<file path="src/rtl/sort_ctrl.sv">
// Batch sorter: loads N unsigned W-bit values, bubble-sorts them in place using one
// shared comparator (one compare-and-swap per clock), then streams them out smallest first.
module sort_ctrl #(
  parameter int N = 4,
  parameter int W = 4
) (
  input  logic         clk,
  input  logic         rst,
  input  logic         in_valid,
  output logic         in_ready,
  input  logic [W-1:0] in_data,
  output logic         out_valid,
  input  logic         out_ready,
  output logic [W-1:0] out_data,
  output logic         busy,
  output logic [7:0]   swap_count
);

  localparam int IW = $clog2(N);
  localparam logic [IW-1:0] LAST_IDX  = IW'(N - 1);
  localparam logic [IW-1:0] LAST_PASS = IW'(N - 2);
  localparam logic [IW:0]   LAST_PAIR = (IW + 1)'(N - 2);

  typedef enum logic [1:0] {
    S_LOAD  = 2'd0,
    S_SORT  = 2'd1,
    S_DRAIN = 2'd2
  } state_e;

  state_e        state_q, state_d;
  logic [IW-1:0] idx_q, idx_d;
  logic [IW-1:0] p_q, p_d;
  logic [IW-1:0] j_q, j_d;
  logic [IW-1:0] k_q, k_d;
  logic          swapped_q, swapped_d;
  logic [7:0]    cnt_q, cnt_d;
  logic          in_ready_q, in_ready_d;
  logic          out_valid_q, out_valid_d;
  logic          busy_q, busy_d;
  logic [W-1:0]  mem_q [N];
  logic [W-1:0]  mem_d [N];

  logic [IW-1:0] j_nxt_s;
  logic [W-1:0]  cmp_lo_s, cmp_hi_s;
  logic          do_swap_s, pass_end_s, any_swap_s;

  // Shared comparator on the current pair; end of pass when j reaches N-2-p.
  assign j_nxt_s    = j_q + IW'(1);
  assign cmp_lo_s   = mem_q[j_q];
  assign cmp_hi_s   = mem_q[j_nxt_s];
  assign do_swap_s  = cmp_lo_s > cmp_hi_s;
  assign pass_end_s = ({1'b0, j_q} + {1'b0, p_q}) >= LAST_PAIR;
  assign any_swap_s = swapped_q | do_swap_s;

  // Next-state logic for the LOAD / SORT / DRAIN sequencer.
  always_comb begin
    state_d     = state_q;
    idx_d       = idx_q;
    p_d         = p_q;
    j_d         = j_q;
    k_d         = k_q;
    swapped_d   = swapped_q;
    cnt_d       = cnt_q;
    in_ready_d  = in_ready_q;
    out_valid_d = out_valid_q;
    busy_d      = busy_q;
    mem_d       = mem_q;
    case (state_q)
      S_LOAD: begin
        if (in_valid && in_ready_q) begin
          mem_d[idx_q] = in_data;
          if (idx_q == '0) begin
            cnt_d = 8'd0;
          end else begin
            cnt_d = cnt_q;
          end
          if (idx_q == LAST_IDX) begin
            idx_d      = '0;
            p_d        = '0;
            j_d        = '0;
            swapped_d  = 1'b0;
            state_d    = S_SORT;
            in_ready_d = 1'b0;
            busy_d     = 1'b1;
          end else begin
            idx_d = idx_q + IW'(1);
          end
        end else begin
          idx_d = idx_q;
        end
      end
      S_SORT: begin
        if (do_swap_s) begin
          mem_d[j_q]     = cmp_hi_s;
          mem_d[j_nxt_s] = cmp_lo_s;
          swapped_d      = 1'b1;
          cnt_d          = (cnt_q == 8'hFF) ? cnt_q : cnt_q + 8'd1;
        end else begin
          cnt_d = cnt_q;
        end
        if (!pass_end_s) begin
          j_d = j_nxt_s;
        end else if (!any_swap_s || p_q == LAST_PASS) begin
          k_d         = '0;
          state_d     = S_DRAIN;
          out_valid_d = 1'b1;
        end else begin
          p_d       = p_q + IW'(1);
          j_d       = '0;
          swapped_d = 1'b0;
        end
      end
      S_DRAIN: begin
        if (out_ready) begin
          if (k_q == LAST_IDX) begin
            k_d         = '0;
            idx_d       = '0;
            state_d     = S_LOAD;
            in_ready_d  = 1'b1;
            out_valid_d = 1'b0;
            busy_d      = 1'b0;
          end else begin
            k_d = k_q + IW'(1);
          end
        end else begin
          k_d = k_q;
        end
      end
      default: begin
        state_d     = S_LOAD;
        idx_d       = '0;
        in_ready_d  = 1'b1;
        out_valid_d = 1'b0;
        busy_d      = 1'b0;
      end
    endcase
  end

  // Control state and registered handshake flags, synchronous reset.
  always_ff @(posedge clk) begin
    if (rst) begin
      state_q     <= S_LOAD;
      idx_q       <= '0;
      p_q         <= '0;
      j_q         <= '0;
      k_q         <= '0;
      swapped_q   <= 1'b0;
      cnt_q       <= 8'd0;
      in_ready_q  <= 1'b1;
      out_valid_q <= 1'b0;
      busy_q      <= 1'b0;
    end else begin
      state_q     <= state_d;
      idx_q       <= idx_d;
      p_q         <= p_d;
      j_q         <= j_d;
      k_q         <= k_d;
      swapped_q   <= swapped_d;
      cnt_q       <= cnt_d;
      in_ready_q  <= in_ready_d;
      out_valid_q <= out_valid_d;
      busy_q      <= busy_d;
    end
  end

  // Element storage; contents are don't-care after reset.
  always_ff @(posedge clk) begin
    mem_q <= mem_d;
  end

  // Flags are forced low while reset is held.
  assign in_ready   = in_ready_q & ~rst;
  assign out_valid  = out_valid_q & ~rst;
  assign busy       = busy_q & ~rst;
  assign out_data   = mem_q[k_q];
  assign swap_count = cnt_q;

endmodule

</file>
<file path="config.mk">
export PLATFORM = sky130hd
export DESIGN_NAME = sort_ctrl
export DESIGN_NICKNAME = d
export VERILOG_FILES = /design/src/rtl/sort_ctrl.sv
export SDC_FILE = /design/constraint.sdc
export NUM_CORES = 1
export LEC_CHECK = 0
export ABC_AREA = 1
export CAP_MARGIN = 20
export CORE_UTILIZATION = 45
export DETAILED_ROUTE_END_ITERATION = 10
export MAX_ROUTING_LAYER = met4
export SYNTH_ARGS = -nofsm -noshare
export SYNTH_HDL_FRONTEND = slang
export SYNTH_SLANG_ARGS = --single-unit
</file>
<file path="constraint.sdc">
create_clock -name clk -period 6.4 [get_ports clk]
set_clock_uncertainty 0.15 [all_clocks]
set_input_delay 1.92 -clock clk [delete_from_list [all_inputs] [get_ports clk]]
set_output_delay 1.92 -clock clk [all_outputs]
set_load 0.005 [all_outputs]
</file>
# Word level (Yosys, flattened, before mapping)
# Index checks and enable logic that the tools add are counted.
# classes
n_addsub	6
multipliers	0
n_div	0
n_lt_le_gt_ge	9
eq_ne	17
shift	0
n_mux	66
bitwise	11
n_reduce_logical	20
# op_table
op	count
bitwise mux 16 bit	3
2-to-1 mux 2 bit	18
2-to-1 mux 4 bit	9
2-to-1 mux 16 bit	2
2-to-1 mux 8 bit	4
case mux 16 bit (2 select lines)	1
binary-select mux 4 bit (select 2 bit)	3
demux 4 bit (select 2 bit)	3
!= test 2 bit, second input constant	10
AND reduction 5 bit	4
case mux 8 bit (2 select lines)	1
2-to-1 mux 1 bit	13
greater-or-equal comparator 3 bit, second input constant	4
NOT 2 -> 3 bit	4
case mux 2 bit (2 select lines)	3
case mux 2 bit (3 select lines)	2
AND reduction 4 bit	3
less-than comparator 3 x 1 -> 1 bit, second input constant	3
case mux 1 bit (3 select lines)	3
adder 2 x 1 -> 2 bit, second input constant	4
adder 8 x 1 -> 8 bit, second input constant	1
equality test 2 bit, second input constant	4
equality test 8 bit, second input constant	1
AND reduction 3 bit	2
15 further kinds	24
# totals
reg_bits	38
latchBits	0
ramBits	0
mem_bits_ro	0
in_bits	8
output_inout_bits	15
wordCells	143
mem_count	0

# Logic depth before layout (Yosys ltp)
# depth
ltp_word	12
depth_mapped	21
ltp_nobuf	19

# Worst setup path after synthesis
# OpenSTA, ideal clock, no wires.
# synth_timing
kind	input-to-output
from	input port rst
to	output port busy
t_arrival_ps	2599
t_required_ps	4330
slack_ps	1731
stages	3
n_path_buf	2
cell_sequence	clkbuf_1 > clkbuf_1 > nor2_1
# synth_between
elab_chain_len	2
# synth_rtl
item	line	text
from (decl)	8	input logic rst,
NOT 1 bit	174	assign busy = busy_q & ~rst;
bitwise AND 1 bit	174	
to (decl)	15	output logic busy,
# Every way passes these cells.

# Final worst setup path
# layout_timing
from	input port rst
to	output port out_valid
# layout_between
elab_chain_len	2
# layout_rtl
item	line	text
NOT 1 bit	173	assign out_valid = out_valid_q & ~rst;
bitwise AND 1 bit	173	
to (decl)	12	output logic out_valid,
# Every way passes these cells.

==> results.toml <==
[run_status]
status = "finished clean"

[worst_setup_path]
max_stage_delay_ns = 0.51
worstPathArrival_ns = 3.18
critPathSlowestCell = "clkdlybuf4s50_1"
cp_max_fo = 16
startpoint_type = "input pin"
crit_top_cell = "clkdlybuf4s50_1"
crit_start = "rst"
crit_type = "in2out"
regToRegStartpoint = "j_q[0]$_SDFFE_PP0P_"
path_buf_inv = 3
ff2ff_setup_slack_ns = 2.49
crit_chain = "clkdlybuf4s50_1 > buf_4 > nor2_1 > clkdlybuf4s50_1"
worstPathRequired_ns = 4.33
path_delay_family = "buffers and inverters"
end_kind = "output port"

[floorplan]
die_w_um = 80.8
start_util = 0.469
die_area_sq_um = 6520
ios = 23
die_h_um = 80.8
core_sq_um = 5960
fp-row-count = 28

[cells_and_area]
fin_nets = 446
multi_input_area_sq_um = 1630
syn_to_final_growth_pct = 12.0
layout_common_cells = "nand2_1 (123), nand3_1 (43), nor2_1 (39)"
n_antenna_cell = 0
nFillCells = 627
drive_gt1_frac = 0.0686
fin_cells = 498
final-seq-area_sq_um = 921
final_common_cell = "nand2_1"

[clock_network]
postCtsHoldBufs = 0
clock_latency_ns = 0.30
cts-resized-gates = 0
root_buffer = "clkbuf_8"
h-tree-depth = 2
cts_tree = "done"
clkTransAtPathRegs_ns = 0.08
cts_sinks = 38
clockBufferDepth = 2
cts_buffers = 5
cts_setup_buffers = 0

[drt]
wire_per_inst_um = 13.9
dr_wl_met3_um = 330
firstDrtPassIters = 5
top_layer = "met4"
wl_met2_um = 2970
vias = 2720
wl_um = 6900
initialDrtViolationCount = 181
avgViaCountPerCell = 5.46
wl_met1_um = 3520
drcViolationCount = 0
antenna_left = 0

[power_and_ir_drop]
pwr_density_cell_nw_per_um2 = 183
switching_share = 0.304
clkPwrFrac = 0.309
p_seq_frac = 0.483
p_sw_w = 0.000173
p_int_w = 0.000397
pwr-share-comb = 0.208
vdd_drop_max_mv = 0.101
p_leak_nw = 1.27

[sta]
finalSetupViolations = 0
tightest_slew_ns = 0.717
fin_crit_sh = 0.820
hold_violations = 0
fmax_ghz = 0.190
slew_violations = 0
rsz0062_at_grt = "no"
setup_tns_ns = 0
maxSlewHeadroom = 0.522
finalCriticalPeriod_ns = 5.25

[grt]
grt_overflow = 0
grt_pass1_vias = 2392
grt_max_degree = 33
grt_antenna_before_repair = 0
grt_use_total = 0.246
grt_pass1_wl_um = 11700

[place]
dp_hpwl_um = 5070
place_inst = 490
port_buffers = 22
place_congestion = 0.854

[logic_synthesis]
yosysSeqAreaShare = 0.330
syn_nets = 430
syn_area_sq_um = 2790
ys.warnings.count = 0
synth_seq_cells = 38
avgSynthCellArea_sq_um = 6.88
synth_cells = 406
synth_cell_types = 36

[job]
maxCapViolations = 0

[worst_hold_path]
hold_path.class = "reg2reg"
worstHoldStart = "swapped_q$_SDFFE_PP0P_"
-- cell families after synthesis --
family	count (synthesis)	synth area share
DFF	38	0.330
adders and majority gates	16	0.0744
and+or+nand+nor	225	0.355
AOI/OAI and AO/OA	71	0.152
xor gates and xnor gates	1	0.00314
buffers and inverters	55	0.0852
-- metal layers --
layer	up-vias	track usage
met5	-	-
met4	0	0.0696
met3	5	0.0371
met2	63	0.376
met1	1255	0.337
li1	1397	-
-- worst min-delay path, delay by kind of cell, from the launching register on --
kind	cells	cell delay (ns)
DFF	1	0.32
and+or+nand+nor	1	0.06
AOI/OAI and AO/OA	1	0.05
-- flip-flops by register name, indices dropped and copies added, names as in the netlist --
| signal | cells |
|---|---|
| mem_q | 16 |
| swap_count | 8 |
| idx_q | 2 |
| j_q | 2 |
| k_q | 2 |
| p_q | 2 |
| state_q | 2 |
| busy_q | 1 |
| in_ready_q | 1 |
| out_valid_q | 1 |
| swapped_q | 1 |
-- power groups by stage --
stage | clock network (W) | registers [W] | logic (W)
floorplan | 0 | 0.000276 | 0.0000838
global placement | 0 | 0.000281 | 0.000117
detailed placement | 0 | 0.000281 | 0.000118
CTS | 0.000180 | 0.000275 | 0.000118
global route | 0.000193 | 0.000277 | 0.000137
finish | 0.000176 | 0.000276 | 0.000119
-- metrics by stage --
| stage | cell area (sq um) | worst slack, ns | utilization | hold slack [ns] | total power [W] |
|---|---|---|---|---|---|
| finish | 3130 | 1.15 | 0.525 | 0.320 | 0.000571 |
| global route | 3130 | 1.09 | 0.525 | 0.364 | 0.000607 |
| CTS | 3130 | 1.14 | 0.525 | 0.321 | 0.000574 |
| detailed placement | 3030 | 1.15 | 0.509 | 0.308 | 0.000399 |
| global placement | 3030 | 1.16 | 0.509 | 0.305 | 0.000398 |
| floorplan | 2790 | 1.73 | - | 0.290 | 0.000360 |
-- layout make-up --
type | instances | share of cell area
Multi-Input combinational cell | 313 | 0.522
Sequential cell | 38 | 0.295
Timing Repair Buffer | 23 | 0.0729
Inverter | 41 | 0.0508
Tap cell | 75 | 0.0300
Clock buffer | 7 | 0.0276
Clock inverter | 1 | 0.00160
-- final timing paths --
kind,to,cells after the start
setup reg to reg,mem_q[14]$_DFFE_PP_,14
hold / removal,swapped_q$_SDFFE_PP0P_,2
setup / recovery,out_valid,4
hold reg to reg,swapped_q$_SDFFE_PP0P_,2
-- synthesized netlist by cell type --
cell type / count / share of area
a21oi_2: 5 / 0.016
nand2_1: 123 / 0.17
inv_1: 33 / 0.044
o21bai_1: 1 / 0.0027
o21ai_0: 17 / 0.030
xor2_1: 1 / 0.0031
nand3_1: 43 / 0.077
nand4_1: 7 / 0.016
nor2_1: 39 / 0.052
dfxtp_1: 22 / 0.16
buf_6: 1 / 0.0040
o21ai_1: 6 / 0.011
edfxtp_1: 16 / 0.17
a31oi_1: 5 / 0.011
o22a_1: 3 / 0.0094
a211oi_1: 1 / 0.0027
a21oi_1: 12 / 0.022
nand3_4: 3 / 0.019
inv_4: 2 / 0.0045
fa_1: 1 / 0.0072
o22ai_1: 20 / 0.045
nand3b_1: 1 / 0.0027
nand2_2: 2 / 0.0045
nand2_4: 1 / 0.0040
inv_2: 5 / 0.0067
ha_1: 15 / 0.067
nor2_2: 2 / 0.0045
nor2_4: 1 / 0.0040
buf_2: 6 / 0.011
o211ai_1: 1 / 0.0027
or2_0: 1 / 0.0022
nor3_1: 1 / 0.0018
buf_4: 3 / 0.0081
or2_1: 1 / 0.0022
clkbuf_1: 4 / 0.0054
clkinv_1: 1 / 0.0013
Power figures use the tool's default switching activity.
